$ cat src/rtl/conv_window_scheduler.sv
// conv_window_scheduler: walks every output position and kernel tap of one
// feature map, handing input/weight addresses to the MAC over valid/ready,
// then strobes the result write for each finished window.
// Optional build macro STALL_CNT_EN adds a 32-bit stall_cycles output that
// counts cycles where a tap is offered but not taken.
module conv_window_scheduler #(
  parameter int IMG_W  = 28,
  parameter int IMG_H  = 28,
  parameter int K      = 3,
  parameter int STRIDE = 1,
  parameter int ADDR_W = 10,
  localparam int OUT_W = (IMG_W - K) / STRIDE + 1,
  localparam int OUT_H = (IMG_H - K) / STRIDE + 1,
  localparam int WA_W  = (K > 1) ? $clog2(K * K) : 1
) (
  input  logic              clk,
  input  logic              rst,
  input  logic              en,
  input  logic              start,
  output logic              busy,
  output logic              done,
  output logic              tap_valid,
  input  logic              tap_ready,
  output logic [ADDR_W-1:0] in_addr,
  output logic [WA_W-1:0]   w_addr,
  output logic              acc_clr,
  output logic              acc_last,
  output logic              out_we,
  output logic [ADDR_W-1:0] out_addr
`ifdef STALL_CNT_EN
  ,
  output logic [31:0]       stall_cycles
`endif
);

  localparam logic [WA_W-1:0]   K_W    = WA_W'(K);
  localparam logic [WA_W-1:0]   K_LAST = WA_W'(K - 1);
  localparam logic [ADDR_W-1:0] S_A    = ADDR_W'(STRIDE);
  localparam logic [ADDR_W-1:0] IW_A   = ADDR_W'(IMG_W);
  localparam logic [ADDR_W-1:0] OW_A   = ADDR_W'(OUT_W);
  localparam logic [ADDR_W-1:0] OW_L   = ADDR_W'(OUT_W - 1);
  localparam logic [ADDR_W-1:0] OH_L   = ADDR_W'(OUT_H - 1);

  typedef enum logic [1:0] {
    IDLE,
    RUN,
    WRITE,
    DONE
  } state_t;

  state_t            state;
  logic [ADDR_W-1:0] ox;
  logic [ADDR_W-1:0] oy;
  logic [WA_W-1:0]   kx;
  logic [WA_W-1:0]   ky;
  logic              run_q;
  logic              we_q;
  logic              done_q;
  logic              busy_q;
  logic              accept;

  // Strobes are registered with the state; en gates them so a frozen
  // scheduler neither offers taps nor writes nor signals completion.
  always_comb begin
    tap_valid = run_q & en;
    out_we    = we_q & en;
    done      = done_q & en;
    busy      = busy_q;
    accept    = tap_valid & tap_ready;
    acc_clr   = tap_valid & (kx == '0) & (ky == '0);
    acc_last  = tap_valid & (kx == K_LAST) & (ky == K_LAST);
    in_addr   = (oy * S_A + ADDR_W'(ky)) * IW_A + ox * S_A + ADDR_W'(kx);
    w_addr    = ky * K_W + kx;
    out_addr  = oy * OW_A + ox;
  end

  // Main sequencer: tap walk inside a window, one write per window,
  // single-cycle done at the end of the map.
  always_ff @(posedge clk or posedge rst) begin
    if (rst) begin
      state  <= IDLE;
      ox     <= '0;
      oy     <= '0;
      kx     <= '0;
      ky     <= '0;
      run_q  <= 1'b0;
      we_q   <= 1'b0;
      done_q <= 1'b0;
      busy_q <= 1'b0;
    end else if (en) begin
      case (state)
        IDLE: begin
          if (start) begin
            state  <= RUN;
            run_q  <= 1'b1;
            busy_q <= 1'b1;
          end
        end
        RUN: begin
          if (accept) begin
            if (kx == K_LAST) begin
              kx <= '0;
              if (ky == K_LAST) begin
                ky    <= '0;
                state <= WRITE;
                run_q <= 1'b0;
                we_q  <= 1'b1;
              end else begin
                ky <= ky + 1'b1;
              end
            end else begin
              kx <= kx + 1'b1;
            end
          end
        end
        WRITE: begin
          we_q <= 1'b0;
          if (ox == OW_L && oy == OH_L) begin
            ox     <= '0;
            oy     <= '0;
            state  <= DONE;
            done_q <= 1'b1;
          end else begin
            if (ox == OW_L) begin
              ox <= '0;
              oy <= oy + 1'b1;
            end else begin
              ox <= ox + 1'b1;
            end
            state <= RUN;
            run_q <= 1'b1;
          end
        end
        DONE: begin
          done_q <= 1'b0;
          busy_q <= 1'b0;
          ox     <= '0;
          oy     <= '0;
          kx     <= '0;
          ky     <= '0;
          state  <= IDLE;
        end
        default: begin
          state <= IDLE;
          run_q <= 1'b0;
          we_q  <= 1'b0;
        end
      endcase
    end
  end

`ifdef STALL_CNT_EN
  // Saturating count of offered-but-refused taps; restarts with each pass.
  always_ff @(posedge clk or posedge rst) begin
    if (rst) begin
      stall_cycles <= '0;
    end else if (en && state == IDLE && start) begin
      stall_cycles <= '0;
    end else if (tap_valid && !tap_ready && stall_cycles != '1) begin
      stall_cycles <= stall_cycles + 1'b1;
    end
  end
`endif

endmodule

$ cat config.mk
export PLATFORM = sky130hd
export DESIGN_NAME = conv_window_scheduler
export DESIGN_NICKNAME = d
export VERILOG_FILES = /design/src/rtl/conv_window_scheduler.sv
export SDC_FILE = /design/constraint.sdc
export NUM_CORES = 1
export LEC_CHECK = 0
export BUFFER_PORTS_ARGS = -buffer_cell sky130_fd_sc_hd__buf_2
export CAP_MARGIN = 25
export CORE_AREA = 2 2 101 103
export DETAILED_ROUTE_END_ITERATION = 8
export DIE_AREA = 0 0 103 105
export MAX_ROUTING_LAYER = met4
export PLACE_DENSITY = 0.57
export SYNTH_ARGS = -nofsm -noshare
export SYNTH_HDL_FRONTEND = slang
export SYNTH_SLANG_ARGS = --single-unit
export TNS_END_PERCENT = 100
$ cat constraint.sdc
create_clock -name clk -period 6.1 [get_ports clk]
set_input_delay 0.61 -clock clk [delete_from_list [all_inputs] [get_ports clk]]
set_output_delay 0.61 -clock clk [all_outputs]
set_load 0.05 [all_outputs]
[Word level (Yosys, flattened, before mapping)]
Index checks and enable logic that the tools add are counted.
W data, S select, Z words.
Word-level totals
  register bits: 34
  output and inout port bits: 30
  logic and storage cells: 93
Operators by class
  $add $sub $neg: 9
  $mul: 3
  equality and inequality tests: 14
  mux-type cells: 32
  bitwise logic cells: 8
  reductions and logical operators: 18
Operator list (number)
  $mux W10: 4
  $pmux W10 S2: 2
  $add A10 B1 Y10 const B: 2
  $add A10 B10 Y10: 2
  $add A10 B4 Y10: 2
  $eq A10 B5 Y1 const B: 2
  $mux W4: 5
  $pmux W4 S2: 2
  $ne A2 B2 Y1 const B: 6
  $reduce_and A3 Y1: 4
  $mul A10 B3 Y8 const B: 1
  $mul A10 B4 Y9 const B: 1
  $mux W2: 5
  $reduce_and A5 Y1: 2
  $mux W1: 9
  $add A4 B1 Y4 const B: 2
  $and A1 B1 Y1: 8
  $eq A4 B2 Y1 const B: 2
  $logic_not A4 Y1: 2
  $pmux W2 S4: 1
  $reduce_bool A2 Y1: 4
  $reduce_and A7 Y1: 1
  $pmux W1 S2: 3
  $add A4 B4 Y4: 1
  other kinds (10): 11

[Logic depth before layout (Yosys ltp)]
  depth in word-level cells: 5
  depth in mapped cells: 19
  depth with buffers taken out: 19

[Least setup slack after synthesis]
Ideal clock, no wire load.
  kind: register -> output
  start point: reg ky[0]
  end point: out in_addr[9]
  arrival time: 4.618 ns
  required time: 5.490 ns
  setup slack: 0.872 ns
  stages on the path, launching flop included: 16
  path buffers: 0
  cells stage by stage: dfrtp_1 ha_1 inv_1 fa_1 xnor2_1 fa_1 ha_1 inv_1 fa_1 inv_1 ha_1 ha_1 or3_1 a21oi_1 a21oi_1 xnor2_1
On the way
  word-level cells in the longest chain between the ends: 4
Ends and longest elaborated chain
  from (decl): RTL line 55  | logic [WA_W-1:0] ky;
  from (signal assigned): RTL line 109  | ky <= ky + 1'b1;
  $add A10 B4 Y10: RTL line 72  | in_addr = (oy * S_A + ADDR_W'(ky)) * IW_A + ox * S_A + ADDR_W'(kx);
  $mul A10 B3 Y8: RTL line 72
  $add A10 B10 Y10: RTL line 72
  $add A10 B4 Y10: RTL line 72
  to (decl): RTL line 24  | output logic [ADDR_W-1:0] in_addr,
No other way between the ends.

[Worst setup path after layout]
  start point: reg oy[0]
  end point: out in_addr[9]
On the way
  word-level cells in the longest chain between the ends: 4
Ends and longest elaborated chain
  from (decl): RTL line 53  | logic [ADDR_W-1:0] oy;
  from (signal assigned): RTL line 126  | oy <= oy + 1'b1;
  $add A10 B4 Y10: RTL line 72
  $mul A10 B3 Y8: RTL line 72
  $add A10 B10 Y10: RTL line 72
  $add A10 B4 Y10: RTL line 72
No other way between the ends.

==> metrics.yaml <==
fp-row-count: 36
reg2reg_from: "ox[0]"
ctsResizeCount: 0
insertion_delay_ns: 0.29
synth.avg_cell_area_um2: 8.72
synth.most_common_cell: "ha_1"
rrSetupSlack_ns: 3.52
start_util: 0.402
cts_buffers: 5
cp-endpoint: "in_addr[9]"
synth_edf_count: 0
fin_tns_setup_ns: 0
intPower_uw: 304
yosysWarnings: 0
power_frac_seq: 0.568
finalHoldViolations: 0
switching_share: 0.235
relSlewSlack: 0.269
dpl_cell_area_um2: 4180
io_pins: 35
fin_util: 0.441
syn2layout_area_growth_pct: 9.85
synth.top_cells.by_count: "ha_1 (64), inv_1 (60), xnor2_1 (40)"
core-area_um2: 9640
clockPowerShare: 0.411
cts_hold_buf: 0
startpoint_type: "flop"
drt_iter0_drc: 88
clock-sinks: 34
synth_area_um2: 3870
synth-main-ff-cell: "dfrtp_1"
drive_above_1_share: 0.111
setup.worst_path.start: "oy[0]"
synthTopCellsByArea: "dfrtp_1 (22%), ha_1 (21%), xnor2_1 (9.0%)"
ys_ff_latch: 34
final_area_um2: 4260
finalCritPeriodShare: 0.890
synth_top_area_frac: 0.220
r2r_cells: 7
cap_violations: 0
ys_seq_area_frac: 0.220
power.total_uw: 397
setup_viol: 0
cts_tree: "built"
worst_r2r_endpoint: "oy[5]"
cp-end-kind: "output pin"
grt_antenna_before_repair: 0
dpl.hpwl_um: 7030
synth_fp_nets: 529
routed_via_density: 5.04
p_per_area_nw_per_um2: 93.2
grt_pass1_vias: 3090
yosysTopAreaCell: "dfrtp_1"
cts_max_path_buffers: 2
portBuffers: 34
vias: 3084
cp_max_fo: 10
wl_um: 8570
critical_path_class: "flop to output pin"
combPwrFrac: 0.021
slew_viol_final: 0
synth_cell_types: 46
grt_pass1_wl_um: 14900
wl_per_cell_um: 14.0
finalCriticalPeriod_ns: 5.43
htree_levels: 2
hp-class: "input pin to asynchronous set/reset pin"
cts-root-buf: "clkbuf_8"
power.leakage_nw: 2.10
fin_nets: 564
status: "finished clean"
post_cts_buffers: 0
grt_max_degree: 35
antenna_cells: 0
grtUsageTotal: 0.177
first_pass_iters: 4
grt_overflow: 0
fillers: 1003
final_antenna_net_count: 0
irDropWorstVdd_v: 0.0000740
gp_congestion: 0.817
multi_input_comb_area_um2: 2760
required_ns: 5.49
fin_skew_ns: 0.00555
regArea_um2: 851
async_flop_share: 1.00
dieArea_um2: 10800
p_sw_uw: 93.1
die_h_um: 105
rsz0062_at_grt: "false"
post-route-drc-count: 0
arrival_ns: 4.82
tightestPinTransition_ns: 1.10
synth_cells: 444
clkTransAtPathRegs_ns: 0.08
die_x_um: 103
fmax_mhz: 184
## power groups by stage
stage / Combinational (mW) / Sequential, mW / Clock (mW)
detailed placement: 0.00885 / 0.230 / 0
global route: 0.00977 / 0.225 / 0.177
floorplan: 0.00478 / 0.230 / 0
CTS: 0.00887 / 0.225 / 0.170
finish: 0.00844 / 0.225 / 0.163
global placement: 0.00865 / 0.230 / 0
## cell families after synthesis
kind of cell,synth area share
compound gates,0.159
xor+xnor,0.109
fa+ha+maj,0.289
buf+inv,0.0688
flops,0.220
mux,0.00291
simple gates,0.152
## flip-flops by register name, indices dropped and copies added (netlist names)
name,flops
we_q,1
busy,1
kx,4
run_q,1
done_q,1
ox,10
state,2
ky,4
oy,10
## layout make-up
class                   count  share of cell area
clock buffers               5              0.0162
clock inverters             2             0.00235
inverters                  60              0.0529
multi-input cells         343               0.648
flip-flops and latches     34               0.200
well taps                 133              0.0391
repair buffers             35              0.0418
## worst max-delay path, cell delays in order (launching register included)
cell and delay [ns]:
dfrtp_1 0.54, ha_1 0.23, inv_1 0.06, fa_1 0.39, xnor2_1 0.46, fa_1 0.52
ha_1 0.22, inv_1 0.08, fa_1 0.20, inv_1 0.04, a21o_1 0.16, a21oi_1 0.18
xnor2_1 0.14, ha_1 0.18, xnor2_1 0.13, xnor2_1 0.15, xnor2_1 0.15, xnor2_1 0.15
xnor2_1 0.15, xnor2_1 0.13, buf_2 0.28
## routing by layer
metal  global-route usage  up-vias  share of wire
li1                     -     1581              -
met1                0.237     1456           0.49
met2                0.288       42           0.48
met3               0.0254        5          0.028
met4               0.0282        0         0.0062
met5                    -        -              0
## cell usage in the layout, fill, tap and decap left out, drive strengths merged, types with 2 or more instances in the layout
cell type / instances
ha: 64
inv: 59
xnor2: 40
nand2: 37
buf: 35
dfrtp: 34
o21ai: 34
a21oi: 29
nor2: 24
fa: 16
a21o: 12
nand3: 9
or3: 8
xor2: 8
o31ai: 8
nor3: 7
nor2b: 6
and2: 5
clkbuf: 5
nand4: 4
or2: 4
nand2b: 3
a21boi: 3
clkinv: 3
o21a: 2
a31oi: 2
o211ai: 2
nor4: 2
o41ai: 2
and3: 2
## worst min path at each step
stage | from | end | slack, ns | cells past startpoint
5_1_grt | rst | oy[8] | 0.45 | 3
6_report | rst | oy[8] | 0.40 | 3
4_1_cts | rst | done_q | 0.43 | 3
3_3_place_gp | oy[9] | oy[9] | 0.46 | 1
2_1_floorplan | oy[9] | oy[9] | 0.44 | 1
3_5_place_dp | oy[9] | oy[9] | 0.49 | 1
## stage by stage
stage	hold slack, ns	instances	setup slack, ns
floorplan	0.437	444	0.872
CTS	0.425	612	0.602
global route	0.454	612	0.257
detailed placement	0.493	605	0.915
finish	0.403	612	0.671
global placement	0.457	605	1.06
(Power assumes the default switching activity.)
